[src/rtl/nibble_serial_adder_pkg.sv]
// Shared constants and state encoding for the nibble-serial adder/subtractor.
package nibble_serial_adder_pkg;

    localparam int unsigned NIBBLE = 4;

    // Code 2'd3 is unreachable; the FSM decodes it as idle.
    typedef enum logic [1:0] {
        StIdle = 2'd0,
        StRun  = 2'd1,
        StDone = 2'd2
    } state_e;

endpackage

[src/rtl/nibble_serial_adder_if.sv]
// Request/result bundle of the nibble-serial adder; master drives operands, slave is the adder.
interface nibble_serial_adder_if #(
    parameter int unsigned WORDS = 4
);
    import nibble_serial_adder_pkg::*;

    logic                    start;
    logic                    sub;
    logic                    cin;
    logic [NIBBLE*WORDS-1:0] a;
    logic [NIBBLE*WORDS-1:0] b;
    logic                    busy;
    logic                    done;
    logic [NIBBLE*WORDS-1:0] s;
    logic                    cout;

    modport master (
        output start, sub, cin, a, b,
        input  busy, done, s, cout
    );

    modport slave (
        input  start, sub, cin, a, b,
        output busy, done, s, cout
    );

endinterface

[src/rtl/RCA_4bit.sv]
// 4-bit ripple-carry adder built from explicit full-adder cells.
module RCA_4bit
    import nibble_serial_adder_pkg::*;
(
    input  logic [NIBBLE-1:0] a,
    input  logic [NIBBLE-1:0] b,
    input  logic              cin,
    output logic [NIBBLE-1:0] s,
    output logic              cout
);

    logic [NIBBLE:0] c;

    assign c[0] = cin;

    for (genvar i = 0; i < NIBBLE; i++) begin : g_fa
        assign s[i]   = a[i] ^ b[i] ^ c[i];
        assign c[i+1] = (a[i] & b[i]) | (c[i] & (a[i] ^ b[i]));
    end

    assign cout = c[NIBBLE];

endmodule

[src/rtl/nibble_serial_adder.sv]
// Wide add/subtract done one nibble per clock through a single 4-bit ripple adder.
module nibble_serial_adder
    import nibble_serial_adder_pkg::*;
#(
    parameter int unsigned WORDS = 4
) (
    input  logic                clk,
    input  logic                rst_n,
    nibble_serial_adder_if.slave bus
);

    localparam int unsigned     Width   = NIBBLE * WORDS;
    localparam int unsigned     IdxW    = $clog2(WORDS);
    localparam logic [IdxW-1:0] LastIdx = IdxW'(WORDS - 1);

    state_e           state_q, state_d;
    logic [IdxW-1:0]  idx_q, idx_d;
    logic             carry_q, carry_d;
    logic [Width-1:0] a_q, a_d, b_q, b_d, acc_q, acc_d, s_q, s_d;
    logic             cout_q, cout_d, done_q, done_d;

    logic [NIBBLE-1:0] nib_sum;
    logic              nib_cout;
    logic              accept;

    RCA_4bit u_rca (
        .a    (a_q[NIBBLE*idx_q +: NIBBLE]),
        .b    (b_q[NIBBLE*idx_q +: NIBBLE]),
        .cin  (carry_q),
        .s    (nib_sum),
        .cout (nib_cout)
    );

    // start is honoured in every state except RUN
    assign accept = bus.start && (state_q != StRun);

    always_comb begin
        state_d = state_q;
        idx_d   = idx_q;
        carry_d = carry_q;
        a_d     = a_q;
        b_d     = b_q;
        acc_d   = acc_q;
        s_d     = s_q;
        cout_d  = cout_q;
        done_d  = 1'b0;

        case (state_q)
            StRun: begin
                acc_d[NIBBLE*idx_q +: NIBBLE] = nib_sum;
                carry_d = nib_cout;
                if (idx_q == LastIdx) begin
                    s_d     = acc_d;
                    cout_d  = nib_cout;
                    done_d  = 1'b1;
                    state_d = StDone;
                end else begin
                    idx_d = idx_q + IdxW'(1);
                end
            end
            default: state_d = StIdle;
        endcase

        // Subtract is a + ~b + 1, so the carry-in is forced high.
        if (accept) begin
            a_d     = bus.a;
            b_d     = bus.sub ? ~bus.b : bus.b;
            carry_d = bus.sub ? 1'b1 : bus.cin;
            idx_d   = '0;
            state_d = StRun;
        end
    end

    always_ff @(posedge clk or negedge rst_n) begin
        if (!rst_n) begin
            state_q <= StIdle;
            idx_q   <= '0;
            carry_q <= 1'b0;
            a_q     <= '0;
            b_q     <= '0;
            acc_q   <= '0;
            s_q     <= '0;
            cout_q  <= 1'b0;
            done_q  <= 1'b0;
        end else begin
            state_q <= state_d;
            idx_q   <= idx_d;
            carry_q <= carry_d;
            a_q     <= a_d;
            b_q     <= b_d;
            acc_q   <= acc_d;
            s_q     <= s_d;
            cout_q  <= cout_d;
            done_q  <= done_d;
        end
    end

    assign bus.busy = (state_q == StRun);
    assign bus.done = done_q;
    assign bus.s    = s_q;
    assign bus.cout = cout_q;

endmodule

[src/flat_wrapper.sv]
// flat-port wrapper written by rule: the top's interface ports become plain ports
module nibble_serial_adder_flat import nibble_serial_adder_pkg::*;
#(
    parameter int unsigned WORDS = 4
)
  (clk, rst_n, bus_start, bus_sub, bus_cin, bus_a, bus_b, bus_busy, bus_done, bus_s, bus_cout);
  nibble_serial_adder_if #(.WORDS(WORDS)) bus_i ();
  input  logic clk;
  input  logic rst_n;
  input wire logic [$bits(bus_i.start)-1:0] bus_start;
  input wire logic [$bits(bus_i.sub)-1:0] bus_sub;
  input wire logic [$bits(bus_i.cin)-1:0] bus_cin;
  input wire logic [$bits(bus_i.a)-1:0] bus_a;
  input wire logic [$bits(bus_i.b)-1:0] bus_b;
  output wire logic [$bits(bus_i.busy)-1:0] bus_busy;
  output wire logic [$bits(bus_i.done)-1:0] bus_done;
  output wire logic [$bits(bus_i.s)-1:0] bus_s;
  output wire logic [$bits(bus_i.cout)-1:0] bus_cout;
  assign bus_i.start = bus_start;
  assign bus_i.sub = bus_sub;
  assign bus_i.cin = bus_cin;
  assign bus_i.a = bus_a;
  assign bus_i.b = bus_b;
  assign bus_busy = bus_i.busy;
  assign bus_done = bus_i.done;
  assign bus_s = bus_i.s;
  assign bus_cout = bus_i.cout;
  nibble_serial_adder #(.WORDS(WORDS)) u_core (.clk(clk), .rst_n(rst_n), .bus(bus_i));
endmodule
[config.mk]
export PLATFORM = sky130hd
export DESIGN_NAME = nibble_serial_adder_flat
export DESIGN_NICKNAME = d
export VERILOG_FILES = /design/src/rtl/nibble_serial_adder_pkg.sv /design/src/rtl/nibble_serial_adder_if.sv /design/src/rtl/RCA_4bit.sv /design/src/rtl/nibble_serial_adder.sv /design/src/flat_wrapper.sv
export SDC_FILE = /design/constraint.sdc
export NUM_CORES = 1
export LEC_CHECK = 0
export ABC_AREA = 1
export CORE_ASPECT_RATIO = 0.8
export CORE_MARGIN = 8
export CORE_UTILIZATION = 57
export DETAILED_ROUTE_END_ITERATION = 10
export PLACE_DENSITY = 0.85
export SETUP_SLACK_MARGIN = 0.4
export SYNTH_ARGS = -nofsm -noshare
export SYNTH_HDL_FRONTEND = slang
export SYNTH_HIERARCHICAL = 1
export SYNTH_SLANG_ARGS = --single-unit
[constraint.sdc]
create_clock -name clk -period 6.4 [get_ports clk]
set_clock_uncertainty 0.15 [all_clocks]
set_input_delay 0.64 -clock clk [delete_from_list [all_inputs] [get_ports clk]]
set_output_delay 0.64 -clock clk [all_outputs]
set_load 0.05 [all_outputs]
== Word-level counts from Yosys, hierarchy flattened ==
Cells that the tools add are included.
Storage, ports and cells
  register bits: 71
  input port bits: 37
  output and inout port bits: 19
  word-level logic and storage cells: 58
Operators by class
  $add $sub $neg: 2
  equality and inequality tests: 5
  shift operators: 4
  mux-type cells: 13
  bitwise gates (word level): 21
  reduce and logical (&&, ||, !) cells: 4
Operator list (count)
  $neg A4 Y34: 1
  $shift A4 B34 Y16 const A: 1
  $shiftx A4 B34 Y16: 1
  $shiftx A16 B5 Y4: 2
  $bwmux W16: 1
  $mux W16: 1
  $not A16 Y16: 1
  $mux W2: 6
  $and A1 B1 Y1: 8
  $xor A1 B1 Y1: 8
  $mux W1: 5
  $ne A2 B1 Y1 const B: 2
  $or A1 B1 Y1: 4
  $reduce_and A2 Y1: 2
  $ne A3 B1 Y1 const B: 1
  $add A2 B1 Y2 const B: 1
  $eq A2 B1 Y1 const B: 1
  $eq A2 B2 Y1 const B: 1
  $reduce_bool A2 Y1: 1
  $logic_and A1 B1 Y1: 1

== Depth between registers and ports, before layout ==
Gate-level depths: netlist of the first run.
  depth after elaboration: 12
  depth in mapped cells: 18
  mapped depth without buffers: 17

== Modules after synthesis ==
The synthesis of the first run kept the hierarchy.
By module, submodules not included
  nibble_serial_adder: instances 1, cells each 399, area an instance 3234.4 sq um
  RCA_4bit: instances 1, cells each 14, area an instance 117.6 sq um

== Worst setup path before layout of the first run ==
Ideal clock, no wire load.
  kind: flip-flop to flip-flop
  start: reg u_core.idx_q[1]
  end: reg u_core.s_q[7], in the netlist u_core/bus.s[7]
  arrival time: 2813 ps
  slack: 3371 ps
  cell stages (with the launch flop): 16
  buffers on the path: 0
  path through: dfrtp_1 -> clkinv_1 -> o21ai_0 -> o22ai_1 -> fa_1 -> inv_1 -> fa_1 -> inv_1 -> fa_1 -> inv_1 -> fa_1 -> inv_1 -> nand2_1 -> o21ai_0 -> nand2_1 -> nand2_1
On the way
  longest elaborated chain between the ends: 11
  elaborated cells between the ends (all ways): 25
  classes of those cells: add/sub (1); eq/ne (1); shift (4); mux (1); bitwise (17); reduce/logical (1)
RTL lines
  start, declared: line nibble_serial_adder.sv:17  | logic [IdxW-1:0] idx_q, idx_d;
  start signal, assigned: line nibble_serial_adder.sv:87  | idx_q <= idx_d;
  $shiftx A16 B5 Y4, on equally long branches: line nibble_serial_adder.sv:27, nibble_serial_adder.sv:28
  $xor A1 B1 Y1: line RCA_4bit.sv:18  | assign c[i+1] = (a[i] & b[i]) | (c[i] & (a[i] ^ b[i]));
  $and A1 B1 Y1: line RCA_4bit.sv:18
  $or A1 B1 Y1: line RCA_4bit.sv:18
  $and A1 B1 Y1: line RCA_4bit.sv:18
  $or A1 B1 Y1: line RCA_4bit.sv:18
  $and A1 B1 Y1: line RCA_4bit.sv:18
  $or A1 B1 Y1: line RCA_4bit.sv:18
  $xor A1 B1 Y1 (*): line RCA_4bit.sv:17  | assign s[i] = a[i] ^ b[i] ^ c[i];
  net u_core.nib_sum[3]: line nibble_serial_adder.sv:22  | logic [NIBBLE-1:0] nib_sum;
  $shiftx A4 B34 Y16 (*): line nibble_serial_adder.sv:50  | acc_d[NIBBLE*idx_q +: NIBBLE] = nib_sum;
  $bwmux W16 (*): line nibble_serial_adder.sv:50
  end signal, assigned: line nibble_serial_adder.sv:82  | s_q <= '0;
  end signal, assigned: line nibble_serial_adder.sv:92  | s_q <= s_d;
  end, declared: line nibble_serial_adder.sv:19  | logic [Width-1:0] a_q, a_d, b_q, b_d, acc_q, acc_d, s_q, s_d;
Mark *: on every way through the listed nets, which the timed path passes. The rest lies on a longest branch.
A chain may end at the register's enable or synchronous reset.

== Worst setup path after layout of the first run ==
  start: reg u_core.idx_q[0]
  end: reg u_core.s_q[11], in the netlist u_core/bus.s[11]
The elaborated chain is that of the path after synthesis.

==> results.toml, run 1 <==
[run_status]
status = "finished clean"

[grt]
grt_start_max_net_pins = 68
grt_overflow = 0
grt_antenna_before_repair = 0
grt_pass1_vias = 2816
grt_usage_pct = 19.2
grt_pass1_wl_mm = 12.9

[route]
vias = 2775
vias_per_cell = 5.05
wirelength_mm = 7.72
drt_iter0_drc = 165
dr_wl_met3_um = 613
remaining_drc_errors = 0
wl_met2_mm = 3.61
routed.top_layer = "met4"
post_drt_wl_per_cell_um = 14.1
postRouteAntennaNets = 0
wl_met1_mm = 3.35
first_pass_iters = 4

[run]
cap_violations = 0

[clock_network]
htree_levels = 3
holdBufCountCts = 0
path_clk_slew_ns = 0.07
clkSinkCount = 67
postCtsSetupBuffers = 0
cts_resized = 0
cts_root_buffer = "clkbuf_8"
clock_path_buffers = 2
cts_tree = "built"
clk-insertion-delay-late_ns = 0.35
numCtsBuffers = 9

[timing]
rsz0062_at_grt = "no"
hold_violations = 0
fin_worst_hold_slack_ns = 0.323
clock.fmax_mhz = 254
max_slew.worst_pin.slew_ns = 0.861
relSlewSlack_pct = 42.5
final.setup.tns_ns = 0
period_minus_slack_ns = 3.93
setup_viol = 0
slew_violations = 0
finalCritPeriodShare_pct = 61.4

[synth]
synth_area_leader_cell = "dfrtp_1"
ys_ff_latch = 67
yosysMostFrequentCell = "nand2_1"
yosys-top-cells-area = "dfrtp_1 50%, nand2_1 20%, xnor2_1 4.2%, o21ai_0 3.0%, nor2_1 2.9%"
synth_cells = 413
dominantRegCellSynth = "dfrtp_1"
syn-mean-instance-area_um2 = 8.12
synth_edf_count = 0
synthesis.nets = 459
synth_async_sr_flop_share_pct = 100
synth_cell_type_count = 22
synth_common_cells = "182 x nand2_1, 67 x dfrtp_1, 26 x nor2_1"
synth_top_area_share_pct = 50.0
yosys_warnings = 6
seq_area_frac_synth_pct = 50.0
syn_area_mm2 = 0.00335

[finish]
final_util_pct = 71.6
fin_cells = 549
antenna_cells = 0
areaGrowthSynthToFinish_pct = 23.6
ff_latch_area_mm2 = 0.00168
multi_input_area_mm2 = 0.00144
layout-drive-gt1-share_pct = 5.98
nets = 509
n_fill_cell = 457

[power]
comb_power_share_pct = 49.7
clockPowerShare_pct = 19.1
p_int_mw = 1.27
pwr-share-seq_pct = 31.2
max-vdd-ir-drop_mv = 0.240
power.switching_mw = 1.08
power_switching_share_pct = 46.0
p_leak_nw = 2.12
power_density_mw_per_mm2 = 567

[placed_design]
dp_hpwl_mm = 5.31
gp_congestion = 0.881
io_buffers = 55
dp.cells = 533

[worst_hold_path]
hold_class = "in2async"

[floorplan]
start_util_pct = 57.9
fp.dieH_um = 84.6
core_mm2 = 0.00579
ioPinCount = 56
die_x_um = 102
dieArea_mm2 = 0.00861
std_cell_rows = 25

[worst_setup_path]
crit_path_end_kind = "register"
start_kind = "register"
cp.arrival_ns = 4.06
crit_type = "reg2reg"
cp_max_fo = 25
cp.required_ns = 6.53
## critical path, stage by stage (launching register included)
cell and delay [ns]:
dfrtp_1 0.81, inv_2 0.35, o21ai_0 0.30, o22ai_1 0.14, fa_1 0.42, inv_1 0.07
fa_1 0.15, inv_1 0.05, fa_1 0.35, inv_1 0.07, fa_1 0.40, inv_1 0.13
inv_1 0.05, nor2_1 0.08, nand3_1 0.07, nand2_1 0.10, nand2_1 0.08, nand2_1 0.09
## placed cells by master (no fill, tap or decap), types with 2 or more instances in the layout
cell type        netlist  routed
bufinv_16              0       3
clkbuf_8               0      12
clkdlybuf4s50_1        0      54
dfrtp_1               67      67
fa_1                   4       4
ha_1                   5       5
inv_1                 25      25
inv_2                  3       3
nand2_1              182     182
nand2_4                2       2
nand3_1               13      13
nor2_1                26      26
nor2_4                 2       2
o21ai_0               20      20
o21ai_1               17      17
o22ai_1                9       9
xnor2_1               16      16
## final timing paths
path	from	end	slack [ns]	cells after the start
max	u_core/idx_q[0]$_DFFE_PN0P_	u_core/bus.s[11]$_DFFE_PN0P_	2.47	17
min	rst_n	u_core/a_q[5]$_DFFE_PN0P_	0.32	2
max reg2reg	u_core/idx_q[0]$_DFFE_PN0P_	u_core/bus.s[11]$_DFFE_PN0P_	2.47	17
min reg2reg	u_core/bus.s[2]$_DFFE_PN0P_	u_core/bus.s[2]$_DFFE_PN0P_	0.33	2
max in group asynchronous	rst_n	u_core/bus.s[13]$_DFFE_PN0P_	5.25	2
min in group clk	u_core/bus.s[2]$_DFFE_PN0P_	u_core/bus.s[2]$_DFFE_PN0P_	0.33	2
## sequential cells by signal (all words and copies together) (netlist names)
register and cells:
u_core/bus.done 1, u_core/acc_q 12, u_core/bus.cout 1, u_core/idx_q 2
u_core/b_q 16, u_core/a_q 16, u_core/carry_q 1, u_core/bus.s 16
u_core/state_q 2
## power by group through the flow
stage                     sequential, mW  clock, mW  combinational, mW
after floorplan                    0.839          0              0.747
after global placement             0.728          0               1.12
after detailed placement           0.734          0               1.15
after CTS                          0.732      0.455               1.16
after global routing               0.757      0.470               1.31
final                              0.734      0.448               1.17
## layout make-up
class | count | area share [%]
clock buffers | 12 | 3.99
well taps | 81 | 2.45
multi-input cells | 299 | 34.7
flip-flops and latches | 67 | 40.5
inverters | 30 | 2.78
repair buffers | 56 | 13.3
clock inverters | 4 | 2.29
## logic make-up (layout without fill, tap and decap cells)
logic type,Yosys count,in the layout,synth area share (%)
flip-flops,67,67,50.0
buffers and inverters,47,102,7.09
AND/OR/NAND/NOR,228,228,27.2
AO/OA/AOI/OAI,46,46,7.20
adder cells (fa/ha/maj),9,9,4.26
XOR/XNOR,16,16,4.18
## stage by stage
| step | worst slack, ns | total power, mW | cell area (um2) |
|---|---|---|---|
| 6_report | 2.47 | 2.35 | 4140 |
| 5_1_grt | 2.11 | 2.54 | 4140 |
| 4_1_cts | 2.50 | 2.35 | 4140 |
| 3_5_place_dp | 2.64 | 1.89 | 3880 |
| 3_3_place_gp | 2.76 | 1.85 | 3880 |
| 2_1_floorplan | 3.37 | 1.59 | 3350 |
## layer usage
layer  vias to the layer above  global-route usage, %
met5                         -                      0
met2                        98                   30.2
met4                         0                   7.29
li1                       1373                      -
met1                      1290                   23.2
met3                        14                   7.02
No activity file was read; power rests on OpenSTA's default activity.
==> run 2: changes to the inputs <==
--- a/config.mk
+++ b/config.mk
@@ -8,9 +8,9 @@
 export ABC_AREA = 1
 export CORE_ASPECT_RATIO = 0.8
 export CORE_MARGIN = 8
-export CORE_UTILIZATION = 57
+export CORE_UTILIZATION = 53
 export DETAILED_ROUTE_END_ITERATION = 10
-export PLACE_DENSITY = 0.85
+export PLACE_DENSITY = 0.8
 export SETUP_SLACK_MARGIN = 0.4
 export SYNTH_ARGS = -nofsm -noshare
 export SYNTH_HDL_FRONTEND = slang
==> constraint.sdc (replaced) <==
create_clock -name clk -period 4 [get_ports clk]
set_clock_uncertainty 0.15 [all_clocks]
set_input_delay 0.4 -clock clk [delete_from_list [all_inputs] [get_ports clk]]
set_output_delay 0.4 -clock clk [all_outputs]
set_load 0.05 [all_outputs]
==> run 2 against run 1 <==
Compared with the run above:
- non-clock buffer count is 2 higher
- utilization is 5.9 points lower
- global-route usage is 0.91 points lower
- register-to-register slack worse by 1.8 ns
- setup slack worse by 1.8 ns
- sequential power is 58% higher
==> results.toml, run 2 (synthesis gave the netlist of run 1 again) <==
[run_status]
status = "finished clean"

[timing]
period_minus_slack_ns = 3.30
rsz0062_at_grt = "no"
finalCritPeriodShare_pct = 82.6
slew_violations = 0
clock.fmax_mhz = 303
hold_violations = 0
setup_viol = 0
final.setup.tns_ns = 0
relSlewSlack_pct = 43.3
max_slew.worst_pin.slew_ns = 0.848
fin_worst_hold_slack_ns = 0.328

[grt]
grt_pass1_wl_mm = 13.3
grt_antenna_before_repair = 0
grt_overflow = 0
grt_usage_pct = 18.3
grt_pass1_vias = 2845
grt_start_max_net_pins = 52

[worst_setup_path]
r2r_setup_slack_ns = 0.70
path_common_cell = "inv_1"
start_kind = "register"
slowest_delay_ns = 0.48
crit_type = "reg2reg"
r2r_cells = 17
reg2reg_to = "u_core/acc_q[11]$_DFFE_PN0P_"
reg2reg_from = "u_core/idx_q[1]$_DFFE_PN0P_"
cp_top_family = "adder cells"
slowest_stage = "dfrtp_2"
path_cells = "clkinvlp_4, o21ai_0, o22ai_1, fa_1, inv_1, fa_1, inv_1, fa_1, inv_1, fa_1, inv_1, inv_1, nor2_1, nand3_1, nand2_1, nand2_1, nand2_1"
worst-path-buf-inv = 6
crit_path_end_kind = "register"
cp_max_fo = 12
cp.arrival_ns = 3.43
cp.required_ns = 4.13

[route]
postRouteAntennaNets = 0
first_pass_iters = 5
vias_per_cell = 4.96
drt_iter0_drc = 164
post_drt_wl_per_cell_um = 13.7
remaining_drc_errors = 0
vias = 2742
wirelength_mm = 7.58

[placed_design]
dp.cells = 537
dp_hpwl_mm = 5.48
io_buffers = 55
gp_congestion = 0.877

[run]
cap_violations = 0

[floorplan]
fp.dieH_um = 87.1
start_util_pct = 53.7
core_mm2 = 0.00625
dieArea_mm2 = 0.00914
ioPinCount = 56
std_cell_rows = 26
die_x_um = 105

[finish]
areaGrowthSynthToFinish_pct = 22.5
antenna_cells = 0
fin_cells = 553
final_util_pct = 65.7
layout_commonest_cell = "nand2_1"
layout_common_cells = "182 x nand2_1, 65 x dfrtp_1, 54 x clkdlybuf4s50_1"
layout-drive-gt1-share_pct = 6.18
nets = 511

[clock_network]
cts_tree = "built"
clk-insertion-delay-late_ns = 0.34
path_clk_slew_ns = 0.07
clkSinkCount = 67
numCtsBuffers = 9
cts_root_buffer = "clkbuf_8"
htree_levels = 3
clock_path_buffers = 2
postCtsSetupBuffers = 0

[power]
max-vdd-ir-drop_mv = 0.392
p_leak_nw = 2.09
power_mw = 3.60
power_density_mw_per_mm2 = 877

[worst_hold_path]
holdCritStartpoint = "u_core/bus.s[10]$_DFFE_PN0P_"
hold_end = "u_core/bus.s[10]$_DFFE_PN0P_"
holdPathStages = 2
hold_class = "reg2reg"
==> run 2: layer usage <==
| metal | GRT usage (%) | vias up | routed length [um] |
|---|---|---|---|
| met5 | 0 | - | 0 |
| met4 | 7.75 | 0 | 161 |
| met3 | 5.84 | 12 | 580 |
| li1 | - | 1380 | - |
| met1 | 23.2 | 1253 | 3480 |
| met2 | 28.2 | 97 | 3360 |
==> run 2: cell type report <==
type,count,area (um2)
clock inverter,2,35.0
clock buffer,13,159
inverter,30,119
sequential,67,1680
timing repair buffer,58,571
tap,84,105
multi-input combinational,299,1440
fill,539,2140
==> run 2: metrics by stage <==
stage,worst slack (ns),instance area [um2]
floorplan,0.971,3350
global placement,0.752,3890
detailed placement,0.557,3890
CTS,0.543,4100
global route,0.418,4110
finish,0.696,4110
==> run 2: how the worst max path moves through the flow <==
stage	startpoint	cells past startpoint	to
floorplan	u_core/idx_q[1]$_DFFE_PN0P_	15	u_core/bus.s[7]$_DFFE_PN0P_
global placement	u_core/idx_q[1]$_DFFE_PN0P_	15	u_core/bus.s[7]$_DFFE_PN0P_
detailed placement	u_core/idx_q[1]$_DFFE_PN0P_	15	u_core/acc_q[7]$_DFFE_PN0P_
CTS	u_core/idx_q[1]$_DFFE_PN0P_	17	u_core/acc_q[11]$_DFFE_PN0P_
global route	u_core/idx_q[1]$_DFFE_PN0P_	15	u_core/bus.s[7]$_DFFE_PN0P_
finish	u_core/idx_q[1]$_DFFE_PN0P_	17	u_core/acc_q[11]$_DFFE_PN0P_
==> run 2: repair_timing <==
| action | CTS | global route |
|---|---|---|
| hold buffers | 1 | 0 |
| endpoints found under the hold margin | 30 | 0 |
| resized for setup | 0 | 3 |
| endpoints found under the setup margin | 0 | 6 |
==> run 2: power breakdown <==
| part | internal (mW) | switching (mW) | total (mW) |
|---|---|---|---|
| registers | 0.962 | 0.194 | 1.16 |
| clock network | 0.318 | 0.237 | 0.555 |
| logic | 0.620 | 1.27 | 1.89 |
==> run 2: worst register-to-register path, cell delays in order (launching register included) <==
cell	delay, ns
dfrtp_2	0.48
clkinvlp_4	0.25
o21ai_0	0.13
o22ai_1	0.11
fa_1	0.44
inv_1	0.09
fa_1	0.16
inv_1	0.05
fa_1	0.35
inv_1	0.08
fa_1	0.40
inv_1	0.12
inv_1	0.05
nor2_1	0.08
nand3_1	0.07
nand2_1	0.09
nand2_1	0.06
nand2_1	0.07
==> run 3: changes to the inputs <==
--- a/config.mk
+++ b/config.mk
@@ -8,9 +8,9 @@
 export ABC_AREA = 1
 export CORE_ASPECT_RATIO = 0.8
 export CORE_MARGIN = 8
-export CORE_UTILIZATION = 53
+export CORE_UTILIZATION = 48
 export DETAILED_ROUTE_END_ITERATION = 10
-export PLACE_DENSITY = 0.8
+export PLACE_DENSITY = 0.76
 export SETUP_SLACK_MARGIN = 0.4
 export SYNTH_ARGS = -nofsm -noshare
 export SYNTH_HDL_FRONTEND = slang
==> constraint.sdc (replaced) <==
create_clock -name clk -period 2.73 [get_ports clk]
set_clock_uncertainty 0.15 [all_clocks]
set_input_delay 0.273 -clock clk [delete_from_list [all_inputs] [get_ports clk]]
set_output_delay 0.273 -clock clk [all_outputs]
set_load 0.05 [all_outputs]
==> run 3 against run 2 <==
Compared with the run above:
- the flow now finishes with violations (setup timing)
- register-to-register slack lost 0.90 ns
- global-route usage shrank 1.2 points
- utilization shrank 2.2 points
- clock-buffer cell count shrank 3
- critical path type unchanged
- largest cell class unchanged
- largest power group unchanged
- highest routed layer unchanged
==> results.toml, run 3 (synthesis gave the netlist of run 1 again) <==
[floorplan]
start_util_pct = 49.1
std_cell_rows = 27
core_mm2 = 0.00682
ioPinCount = 56
die_x_um = 109
dieArea_mm2 = 0.00993
fp.dieH_um = 90.7

[run_status]
status = "complete, but fails checks"
violations = "setup timing"

[worst_setup_path]
path_cells = "nor2_1, o22ai_2, fa_2, inv_2, fa_2, inv_2, fa_2, inv_2, fa_1, inv_2, inv_2, nor2_1, nand3_1, nand2_1, nand2_1, nand2_1"
start_kind = "register"
cp.arrival_ns = 3.07
cp_max_fo = 7
reg2reg_from = "u_core/idx_q[0]$_DFFE_PN0P_"
path_common_cell = "inv_2"
crit_type = "reg2reg"
cp.required_ns = 2.87
slowest_delay_ns = 0.49
slowest_stage = "dfrtp_2"
reg2reg_to = "u_core/acc_q[11]$_DFFE_PN0P_"
crit_path_end_kind = "register"
r2r_cells = 16
r2r_setup_slack_ns = -0.20

[finish]
areaGrowthSynthToFinish_pct = 29.3
antenna_cells = 0
layout_common_cells = "179 x nand2_1, 65 x dfrtp_1, 54 x clkdlybuf4s50_1"
nets = 527
layout_commonest_cell = "nand2_1"
layout-drive-gt1-share_pct = 15.2

[run]
cap_violations = 0

[power]
power_density_mw_per_mm2 = 1370
comb_power_share_pct = 55.5
clockPowerShare_pct = 15.7
pwr-share-seq_pct = 28.9
power_switching_share_pct = 46.6
max-vdd-ir-drop_mv = 0.483
power.switching_mw = 2.77
p_leak_nw = 2.18
p_int_mw = 3.17

[clock_network]
clkSinkCount = 67
htree_levels = 3
cts_root_buffer = "clkbuf_8"
clock_path_buffers = 2
numCtsBuffers = 9
path_clk_slew_ns = 0.08
clk-insertion-delay-late_ns = 0.35
cts_tree = "built"

[timing]
final.setup.tns_ns = -1.07
setup_slack_ns = -0.205
fin_worst_hold_slack_ns = 0.302
hold_violations = 0
clock.fmax_mhz = 341
max_slew.worst_pin.slew_ns = 0.848
period_minus_slack_ns = 2.93
slew_violations = 0
finalCritPeriodShare_pct = 108
relSlewSlack_pct = 43.3
setup_viol = 7
rsz0062_at_grt = "yes"

[grt]
grt_pass1_wl_mm = 13.5
grt_usage_pct = 17.0
grt_start_max_net_pins = 68
grt_pass1_vias = 2824
grt_antenna_before_repair = 0
grt_overflow = 0

[route]
post_drt_wl_per_cell_um = 13.8
vias = 2782
drt_iter0_drc = 193
vias_per_cell = 4.86
wirelength_mm = 7.90
first_pass_iters = 4
postRouteAntennaNets = 0
remaining_drc_errors = 0

[placed_design]
gp_congestion = 0.866
dp_slack_ns = -0.216
dp_hpwl_mm = 5.58
io_buffers = 55

[worst_hold_path]
hold_end = "u_core/a_q[5]$_DFFE_PN0P_"
holdPathStages = 3
holdCritStartpoint = "bus_a[5]"
hold_class = "in2reg"
run 3: changes by cell type in the layout (fill, tap and decap cells not counted), sizes merged:
cell	before	now
clkinv	1	3
bufinv	1	2
clkbuf	13	10
clkinvlp	1	2
buf	3	19
run 3: metrics by stage:
step / std cells / cell area, um2 / utilization, % / total power, mW
2_1_floorplan: 413 / 3400 / - / 3.85
5_1_grt: 573 / 4330 / 63.5 / 6.42
6_report: 573 / 4330 / 63.5 / 5.94
4_1_cts: 572 / 4310 / 63.2 / 5.82
3_5_place_dp: 553 / 4030 / 59.0 / 4.71
3_3_place_gp: 553 / 4030 / 59.0 / 4.62
run 3: cell type report:
class | count | area (um2)
inverter | 30 | 121
sequential | 67 | 1680
multi-input combinational | 299 | 1500
clock inverter | 6 | 88.8
tap | 87 | 109
fill | 585 | 2490
clock buffer | 10 | 138
timing repair buffer | 74 | 694
run 3: worst max path at each step:
stage | end | from | slack, ns
3_3_place_gp | u_core/bus.s[11]$_DFFE_PN0P_ | u_core/idx_q[0]$_DFFE_PN0P_ | -0.16
6_report | u_core/acc_q[11]$_DFFE_PN0P_ | u_core/idx_q[0]$_DFFE_PN0P_ | -0.20
3_5_place_dp | u_core/bus.s[11]$_DFFE_PN0P_ | u_core/idx_q[0]$_DFFE_PN0P_ | -0.22
4_1_cts | u_core/acc_q[11]$_DFFE_PN0P_ | u_core/idx_q[0]$_DFFE_PN0P_ | -0.17
5_1_grt | u_core/acc_q[11]$_DFFE_PN0P_ | u_core/idx_q[0]$_DFFE_PN0P_ | -0.38
2_1_floorplan | u_core/acc_q[11]$_DFFE_PN0P_ | u_core/idx_q[0]$_DFFE_PN0P_ | -0.14
run 3: power groups by stage:
stage | clock network, mW | logic, mW | registers (mW)
after global placement | 0 | 2.93 | 1.69
after detailed placement | 0 | 3.01 | 1.70
final | 0.932 | 3.29 | 1.71
after global routing | 0.988 | 3.67 | 1.76
after CTS | 0.950 | 3.17 | 1.70
after floorplan | 0 | 1.87 | 1.98
run 3: critical path: cells and delay by family, from the launching register on:
| family | cells | cell delay, ns |
|---|---|---|
| buf+inv | 5 | 0.30 |
| compound gates | 1 | 0.11 |
| simple gates | 6 | 0.52 |
| flops | 1 | 0.49 |
| fa+ha+maj | 4 | 1.29 |
run 3: per-layer routing:
metal	global-route usage [%]	routed length (um)
met1	22.8	3650
met2	24.9	3660
met3	5.21	452
met4	6.62	138
met5	0	0
run 3: repair_timing:
item / CTS / global route
hold endpoints to repair: 39 / 0
setup endpoints to repair: 21 / 23
pin swaps: 8 / 4
hold buffers: 1 / 0
buffers inserted: 2 / 1
resized for setup: 14 / 7
